**config.mk**
```make
export PLATFORM = sky130hd
export DESIGN_NAME = sonar_scheduler
export DESIGN_NICKNAME = d
export VERILOG_FILES = /design/src/rtl/sonar_scheduler.sv
export SDC_FILE = /design/constraint.sdc
export NUM_CORES = 1
export LEC_CHECK = 0
export BUFFER_PORTS_ARGS = -buffer_cell sky130_fd_sc_hd__buf_2
export CORE_MARGIN = 2
export CORE_UTILIZATION = 30
export CTS_CLUSTER_DIAMETER = 150
export DETAILED_ROUTE_END_ITERATION = 16
export SLEW_MARGIN = 20
export SYNTH_ARGS = -nofsm -noshare
export SYNTH_HDL_FRONTEND = slang
export SYNTH_SLANG_ARGS = --single-unit
```
**constraint.sdc**
```tcl
create_clock -name clk -period 4.45 [get_ports clk]
set_clock_uncertainty 0.05 [all_clocks]
set_input_delay 0.89 -clock clk [delete_from_list [all_inputs] [get_ports clk]]
set_output_delay 0.89 -clock clk [all_outputs]
set_load 0.02 [all_outputs]
```
**src/rtl/sonar_scheduler.sv**
```systemverilog
// sonar_scheduler: round-robin sequencer for a bank of HC-SR04 sonar drivers.
// Fires one transducer at a time and waits for its ready edge. It then captures
// the 8-bit distance into a per-channel register. A guard gap follows every shot
// to stop acoustic crosstalk. A per-shot timeout handles dead or blocked sensors.
//
// Ports
//   clk, rst_n   system clock, asynchronous active-low reset
//   enable       level, continuous sweeping while high
//   start        pulse, runs one sweep when idle and enable is low
//   measure      one-hot 1-cycle trigger to driver[i]
//   ready        per-driver ready level (sticky until re-triggered)
//   distance     driver[i] distance on [8i+7:8i]
//   dist_out     captured distance per channel (8'hFF after a timeout)
//   valid        channel holds a fresh good sample
//   timeout      channel's last shot timed out
//   frame_done   1-cycle pulse when the last channel of a sweep completes
//   busy         scheduler is not idle
module sonar_scheduler #(
    parameter int unsigned freq       = 50_000_000,
    parameter int unsigned N_SONARS   = 4,
    parameter int unsigned GAP_MS     = 60,
    parameter int unsigned TIMEOUT_MS = 100
) (
    input  logic                    clk,
    input  logic                    rst_n,
    input  logic                    enable,
    input  logic                    start,
    output logic [N_SONARS-1:0]     measure,
    input  logic [N_SONARS-1:0]     ready,
    input  logic [N_SONARS*8-1:0]   distance,
    output logic [N_SONARS*8-1:0]   dist_out,
    output logic [N_SONARS-1:0]     valid,
    output logic [N_SONARS-1:0]     timeout,
    output logic                    frame_done,
    output logic                    busy
);

    localparam int unsigned GAP_CYC = freq / 1000 * GAP_MS;
    localparam int unsigned TO_CYC  = freq / 1000 * TIMEOUT_MS;
    localparam int unsigned CH_W    = (N_SONARS > 1) ? $clog2(N_SONARS) : 1;

    localparam logic [31:0]     GAP_LAST = 32'(GAP_CYC - 1);
    localparam logic [31:0]     TO_LAST  = 32'(TO_CYC - 1);
    localparam logic [CH_W-1:0] LAST_CH  = CH_W'(N_SONARS - 1);

    typedef enum logic [2:0] {
        S_IDLE     = 3'd0,
        S_FIRE     = 3'd1,
        S_WAIT_CLR = 3'd2,
        S_WAIT_RDY = 3'd3,
        S_GAP      = 3'd4
    } state_t;

    state_t                 r_state;
    state_t                 w_state_nxt;
    logic [CH_W-1:0]        r_ch;
    logic [CH_W-1:0]        w_ch_nxt;
    logic [31:0]            r_timer;
    logic [31:0]            w_timer_nxt;

    logic [N_SONARS-1:0]    r_measure;
    logic [N_SONARS*8-1:0]  r_dist_out;
    logic [N_SONARS-1:0]    r_valid;
    logic [N_SONARS-1:0]    r_timeout;
    logic                   r_frame_done;
    logic                   r_busy;

    logic                   w_ready_ch;
    logic [7:0]             w_sel_dist;
    logic                   w_to_hit;
    logic                   w_gap_done;
    logic                   w_last;
    logic                   w_capture;
    logic                   w_to_event;
    logic                   w_frame_end;
    logic                   w_fire_nxt;
    logic [N_SONARS-1:0]    w_onehot;

    // Selected-channel views and timer terminal counts
    assign w_ready_ch = ready[r_ch];
    assign w_sel_dist = distance[32'(r_ch) * 8 +: 8];
    assign w_to_hit   = (r_timer == TO_LAST);
    assign w_gap_done = (r_timer == GAP_LAST);
    assign w_last     = (r_ch == LAST_CH);

    // State register
    always_ff @(posedge clk or negedge rst_n) begin
        if (!rst_n) begin
            r_state <= S_IDLE;
            r_ch    <= '0;
            r_timer <= '0;
        end else begin
            r_state <= w_state_nxt;
            r_ch    <= w_ch_nxt;
            r_timer <= w_timer_nxt;
        end
    end

    // Next-state, channel and timer logic
    always_comb begin
        w_state_nxt = r_state;
        w_ch_nxt    = r_ch;
        w_timer_nxt = r_timer + 32'd1;
        case (r_state)
            S_IDLE: begin
                w_timer_nxt = '0;
                w_ch_nxt    = '0;
                if (enable || start) w_state_nxt = S_FIRE;
            end
            S_FIRE: begin
                w_timer_nxt = '0;
                w_state_nxt = S_WAIT_CLR;
            end
            S_WAIT_CLR: begin
                // Timeout is checked first so it wins over any ready activity
                if (w_to_hit) begin
                    w_timer_nxt = '0;
                    w_state_nxt = S_GAP;
                end else if (!w_ready_ch) begin
                    w_state_nxt = S_WAIT_RDY;
                end
            end
            S_WAIT_RDY: begin
                if (w_to_hit || w_ready_ch) begin
                    w_timer_nxt = '0;
                    w_state_nxt = S_GAP;
                end
            end
            S_GAP: begin
                if (w_gap_done) begin
                    w_timer_nxt = '0;
                    if (w_last) begin
                        w_ch_nxt    = '0;
                        w_state_nxt = enable ? S_FIRE : S_IDLE;
                    end else begin
                        w_ch_nxt    = r_ch + CH_W'(1);
                        w_state_nxt = S_FIRE;
                    end
                end
            end
            default: begin
                w_timer_nxt = '0;
                w_ch_nxt    = '0;
                w_state_nxt = S_IDLE;
            end
        endcase
    end

    // Output decode: per-cycle events feeding the registered outputs
    always_comb begin
        w_capture   = (r_state == S_WAIT_RDY) && w_ready_ch && !w_to_hit;
        w_to_event  = ((r_state == S_WAIT_CLR) || (r_state == S_WAIT_RDY)) && w_to_hit;
        w_frame_end = (r_state == S_GAP) && w_gap_done && w_last;
        w_fire_nxt  = (w_state_nxt == S_FIRE);
        w_onehot    = N_SONARS'(1) << w_ch_nxt;
    end

    // Output registers; measure/busy/valid-clear are computed from the next state
    // so they line up with the FIRE cycle itself.
    always_ff @(posedge clk or negedge rst_n) begin
        if (!rst_n) begin
            r_measure    <= '0;
            r_dist_out   <= '0;
            r_valid      <= '0;
            r_timeout    <= '0;
            r_frame_done <= 1'b0;
            r_busy       <= 1'b0;
        end else begin
            r_measure    <= w_fire_nxt ? w_onehot : '0;
            r_busy       <= (w_state_nxt != S_IDLE);
            r_frame_done <= w_frame_end;
            if (w_fire_nxt) begin
                r_valid[w_ch_nxt] <= 1'b0;
            end
            if (w_capture) begin
                r_dist_out[32'(r_ch) * 8 +: 8] <= w_sel_dist;
                r_valid[r_ch]                  <= 1'b1;
                r_timeout[r_ch]                <= 1'b0;
            end
            if (w_to_event) begin
                r_dist_out[32'(r_ch) * 8 +: 8] <= 8'hFF;
                r_valid[r_ch]                  <= 1'b0;
                r_timeout[r_ch]                <= 1'b1;
            end
        end
    end

    assign measure    = r_measure;
    assign dist_out   = r_dist_out;
    assign valid      = r_valid;
    assign timeout    = r_timeout;
    assign frame_done = r_frame_done;
    assign busy       = r_busy;

endmodule

```
# --- Word level (Yosys, flattened, before mapping) ---
# Cells that the tools add are included.
word_totals:
  reg_bits: 83
  inputBits: 40
  out_inout_bits: 46
  word_cells: 81
op_classes:
  add_sub_neg: 3
  magnitude_cmp: 4
  n_eq_ne: 8
  shift: 5
  n_mux: 31
  bitwise: 7
  n_reduce_logical: 14
ops:
  columns: ["cell", "count"]
  rows:
  - ["2-to-1 mux 32 bit", 5]
  - ["one-hot mux 32 bit (3 select lines)", 1]
  - ["bitwise mux 32 bit", 2]
  - ["negator 5 -> 34 bit", 1]
  - ["variable shift 8 x 34 -> 32 bit, first input constant", 1]
  - ["variable part select 8 x 34 -> 32 bit", 1]
  - ["variable part select 8 x 34 -> 32 bit, first input constant", 1]
  - ["adder 32 x 1 -> 32 bit, second input constant", 1]
  - ["== test 32 x 22 -> 1 bit, second input constant", 1]
  - ["== test 32 x 23 -> 1 bit, second input constant", 1]
  - ["variable part select 32 x 6 -> 8 bit", 1]
  - ["2-to-1 mux 4 bit", 6]
  - ["2-to-1 mux 3 bit", 5]
  - ["one-hot mux 3 bit (5 select lines)", 1]
  - ["AND 4 bit", 3]
  - ["NOT 4 bit", 2]
  - ["bitwise OR 4 bit", 2]
  - ["logical AND 1 bit", 7]
  - ["== test 3 x 1 -> 1 bit, second input constant", 2]
  - ["== test 3 x 2 -> 1 bit, second input constant", 2]
  - ["less-than comparator 2 x 3 -> 1 bit, second input constant", 2]
  - ["2-to-1 mux 1 bit", 5]
  - ["demux 1 bit (select 2 bit)", 2]
  - [">= comparator 2 x 1 -> 1 bit, second input constant", 2]
  - ["12 further kinds", 15]

# --- Depth between registers and ports, before layout ---
logic_depth:
  word_depth: 15
  ltp_mapped: 11
  ltp_nobuf: 8

# --- Worst setup path after synthesis ---
# Ideal clock, no wire load.
synth_timing:
  path_kind: "reg-to-reg"
  startpoint: "register r_timer[0]"
  endpoint: "register r_valid[2], in the netlist valid[2]"
  setup_ps: 126
  arrival_ps: 2246
  required_ps: 4274
  path_slack_ps: 2028
  path_stages_with_launch: 9
  path_buffers: 0
  synth_period_minus_slack_ps: 2422
  cell_sequence: "dfrtp_1 -> ha_1 -> nand3_1 -> or4_4 -> nor3_4 -> mux2i_1 -> o21a_1 -> inv_1 -> o311a_1"
synth_via:
  elab_chain_cells: 14
  word_cells_on_any_way: 25
  cone_classes: "2 x order compare; 3 x eq/ne; 11 x mux; 4 x bitwise; 5 x reduce/logical"
synth_rtl:
  columns: ["element", "line", "source"]
  rows:
  - ["start, declared", "58", "logic [31:0] r_timer;"]
  - ["start signal, assigned", "95", "r_timer <= w_timer_nxt;"]
  - ["== test 32 x 22 -> 1 bit *", "83", "assign w_gap_done = (r_timer == GAP_LAST);"]
  - ["2-to-1 mux 2 bit *", "130", "if (w_gap_done) begin"]
  - ["one-hot mux 2 bit (2 select lines) *", "104", "case (r_state)"]
  - ["net w_ch_nxt[0]", "57", "logic [CH_W-1:0] w_ch_nxt;"]
  - ["less-than comparator 2 x 3 -> 1 bit (implied by the code) or >= comparator 2 x 1 -> 1 bit (tied branches)", "173", "r_valid[w_ch_nxt] <= 1'b0;"]
  - ["logical AND 1 bit (implied by the code)", "173", null]
  - ["2-to-1 mux 1 bit (implied by the code)", "173", null]
  - ["demux 1 bit (select 2 bit) *", "173", null]
  - ["NOT 4 bit (no source line) *", null, null]
  - ["AND 4 bit (no source line) *", null, null]
  - ["2-to-1 mux 4 bit *", "172", "if (w_fire_nxt) begin"]
  - ["bitwise OR 4 bit (no source line)", null, null]
  - ["2-to-1 mux 4 bit *", "175", "if (w_capture) begin"]
  - ["AND 4 bit (no source line)", null, null]
  - ["2-to-1 mux 4 bit *", "180", "if (w_to_event) begin"]
  - ["end signal, assigned by index", "173", null]
  - ["end signal, assigned by index", "177", "r_valid[r_ch] <= 1'b1;"]
  - ["end signal, assigned by index", "182", "r_valid[r_ch] <= 1'b0;"]
  - ["end, declared", "63", "logic [N_SONARS-1:0] r_valid;"]
# The timed path passes the listed nets; every way through them passes the cells marked *.

# --- Worst setup path in the final report ---
layout_timing:
  startpoint: "register r_timer[0]"
  endpoint: "register r_timer[18]"
layout_via:
  elab_chain_cells: 4
  word_cells_on_any_way: 8
  cone_classes: "1 x add/sub; 2 x eq/ne; 4 x mux; 1 x reduce/logical"
layout_rtl:
  columns: ["element", "line", "source"]
  rows:
  - ["branches (longest 3 deep; another with adder 32 x 1 -> 32 bit)", null, null]
  - ["one-hot mux 32 bit (3 select lines) *", "104", null]
  - ["net w_timer_nxt[18]", "59", "logic [31:0] w_timer_nxt;"]
# Mark *: on every way through the listed nets, which the timed path passes.

==> summary.md <==
| Metric | Value |
|---|---|
| Remaining Overflow, GRT | `0` |
| Clock power frac | `0.355` |
| Critical path endpoint | `r_timer[18]$_DFF_PN0_` |
| Drt pass-1 iters | `4` |
| DR vias | `3,231` |
| Initial antenna violation count | `0` |
| Drc violations | `0` |
| CTS resizes | `0` |
| Largest net degree at the start of global routing | `84` |
| Flip-flop and latch count after synthesis | `83` |
| Internal Power | `1.34 mW` |
| Dpl ws | `1.33 ns` |
| Max Slew Vio Count | `0` |
| Fmax | `321 MHz` |
| Number of buffers added on ports | `85` |
| Mapped Area | `0.00410 mm²` |
| GRT Util Overall | `0.143` |
| Final Cycle Share | `0.701` |
| Hold Worst Slack | `0.430 ns` |
| Layout cells sized above 1 | `0.247` |
| P_sw | `0.641 mW` |
| Critical path endpoint category | `flop` |
| # diodes | `0` |
| Reg2reg start | `r_timer[0]$_DFF_PN0_` |
| Synth Flop Type | `dfrtp_1` |
| DRT iter0 DRCs | `112` |
| Root Driver | `clkbuf_16` |
| RePlAce Congestion | `0.781` |
| EDFF count, synth | `0` |
| First-pass GRT wire length | `16,300 µm` |
| Crit path from | `r_timer[0]$_DFF_PN0_` |
| CORE AREA | `0.0133 mm²` |
| Sequential fraction of the synthesis area | `0.507` |
| # IOs | `86` |
| Max_cap viols | `0` |
| Final hold violation count | `0` |
| Total Wirelength | `9900 µm` |
| Die X-Extent | `121 µm` |
| Vias in the first global route | `3,236` |
| Die Height | `121 µm` |
| Power Density | `401 mW/mm²` |
| CTS Hold Buffers Added | `0` |
| CTS tree | `built` |
| Syn Inst Count | `400` |
| Most common cell after layout, fill and taps aside | `nand2_1` |
| Sw frac | `0.324` |
| CP startpoint kind | `flop` |
| Clock Pin Slew Worst Setup and Hold Paths | `0.06 ns` |
| Fin Setup TNS | `0 ns` |
| Critical path type | `reg -> reg` |
| Tmin final | `3.12 ns` |
| H-Tree Depth | `3` |
| Worst skew pair latency | `0.34 ns` |
| R2R Path End | `r_timer[18]$_DFF_PN0_` |
| Final std cells w/o fill | `662` |
| Max VDD drop | `0.000206 V` |
| Initial Util | `0.308` |
| Postcts setup bufs | `0` |
| WL per Instance | `15.0 µm` |
| Sequential Power Share | `0.439` |
| WP data arrival | `3.26 ns` |
| Combinational power share | `0.205` |
| Area added between synthesis and finish | `20.3%` |
| Vias/cell | `4.88` |
| R2r setup slk | `1.33 ns` |
| Synth Net Count | `446` |
| Leak pwr | `2.14 nW` |
| Final core occ | `0.371` |
| Ys async rst share | `1.00` |
| Slew @ Worst Pin | `0.971 ns` |
| Final worst setup slack | `1.33 ns` |
| Number of fill cells | `1,350` |
| Row count | `42` |
| Setup-failing EPs final | `0` |
| Most frequent cells in the layout | `87 x nand2_1, 84 x buf_2, 83 x dfrtp_1` |
| HPWL Detailed | `7100 µm` |
| Cell variety after synth | `48` |
| Clk buf depth | `2` |
| Status | `complete, no violations` |
| DRT antenna net count | `0` |
| Required time worst endpoint | `4.59 ns` |
| CTS Sinks | `83` |
| Num CTS Buffers | `9` |
| Worst hold path class | `reg -> reg` |
| Worst-path fanout max | `32` |
| Nets@finish | `527` |
| Die footprint | `0.0146 mm²` |
| Placed insts | `646` |
| Cells on worst reg2reg path | `7` |
| Average size of a mapped cell | `10.2 µm²` |
| Ys Warns | `0` |
| RSZ-0062 raised after global routing | `false` |
| Max_slew headroom | `0.351` |
-- routing by layer --
metal	vias up	part of all wire	track usage
li1	1562	-	-
met3	12	0.035	0.0357
met1	1590	0.46	0.178
met5	-	0	0
met2	67	0.49	0.240
met4	0	0.017	0.0516
-- synth_stat cells, types with 2 or more instances --
library cell,n,area (µm²)
nor2b_1,2,12.5
clkbuf_1,3,11.3
a2bb2oi_1,8,70.1
and4_1,2,17.5
or3_1,4,25.0
dfrtp_1,83,2080
nand4_1,7,43.8
nand2b_1,4,25.0
buf_6,5,56.3
nand2_1,87,327
o211ai_1,24,180
inv_1,6,22.5
nor3_1,9,45.0
buf_2,7,35.0
xor2_1,23,201
ha_1,6,75.1
nor3b_1,2,15.0
and3_1,6,37.5
and2_1,2,12.5
mux2i_1,2,20.0
xnor2_1,7,61.3
mux4_2,9,203
or4_4,2,22.5
nor4_1,2,12.5
o21ai_0,5,25.0
a21oi_1,2,10.0
nor2_1,46,173
nand3_1,15,75.1
-- through the flow --
step	power, mW	instance area [µm²]
after floorplan	1.19	4100
after global placement	1.28	4640
after detailed placement	1.29	4640
after CTS	2.00	4920
after global routing	2.08	4930
final	1.98	4930
-- power groups by stage --
stage / clock network [mW] / logic [mW] / registers, mW
global route: 0.759 / 0.447 / 0.876
finish: 0.703 / 0.406 / 0.868
floorplan: 0 / 0.259 / 0.934
CTS: 0.726 / 0.411 / 0.867
detailed placement: 0 / 0.409 / 0.882
global placement: 0 / 0.401 / 0.880
-- registers in the layout (all words and copies together) (netlist names), named ones only --
signal      cells
busy            1
dist_out       32
frame_done      1
measure         4
r_ch            2
r_state         3
r_timer        32
timeout         3
valid           4
-- worst max-delay path, stage by stage (launching register included) --
cell and delay, ns:
dfrtp_1 0.38, ha_1 0.19, nand3_1 0.20, or4b_1 0.56
nor4_4 0.52, inv_2 0.16, a31oi_4 0.75, nor2_1 0.14
-- logic make-up after synthesis --
logic type | synth area share
adder cells (fa/ha/maj) | 0.0183
XOR/XNOR | 0.0641
flip-flops | 0.507
AO/OA/AOI/OAI | 0.0941
buffers and inverters | 0.0333
multiplexers | 0.0544
AND/OR/NAND/NOR | 0.229
-- final cells by class --
class,count,area [µm²],share of cell area
timing repair buffer,86,439,0.0891
clock inverter,7,56.3,0.0114
tap,176,220,0.0447
sequential,83,2080,0.422
clock buffer,9,225,0.0457
multi-input combinational,294,1880,0.382
inverter,7,26.3,0.00533
-- worst min path at each step --
| stage | from | slack [ns] | end | depth (start not counted) |
|---|---|---|---|---|
| finish | r_state[1]$_DFF_PN0_ | 0.43 | r_state[1]$_DFF_PN0_ | 1 |
| floorplan | r_state[1]$_DFF_PN0_ | 0.39 | r_state[1]$_DFF_PN0_ | 1 |
| global placement | timeout[1]$_DFF_PN0_ | 0.41 | timeout[1]$_DFF_PN0_ | 2 |
| global route | r_state[1]$_DFF_PN0_ | 0.45 | r_state[1]$_DFF_PN0_ | 1 |
| detailed placement | timeout[1]$_DFF_PN0_ | 0.42 | timeout[1]$_DFF_PN0_ | 2 |
| CTS | r_state[1]$_DFF_PN0_ | 0.43 | r_state[1]$_DFF_PN0_ | 1 |
Power figures use the tool's default switching activity.
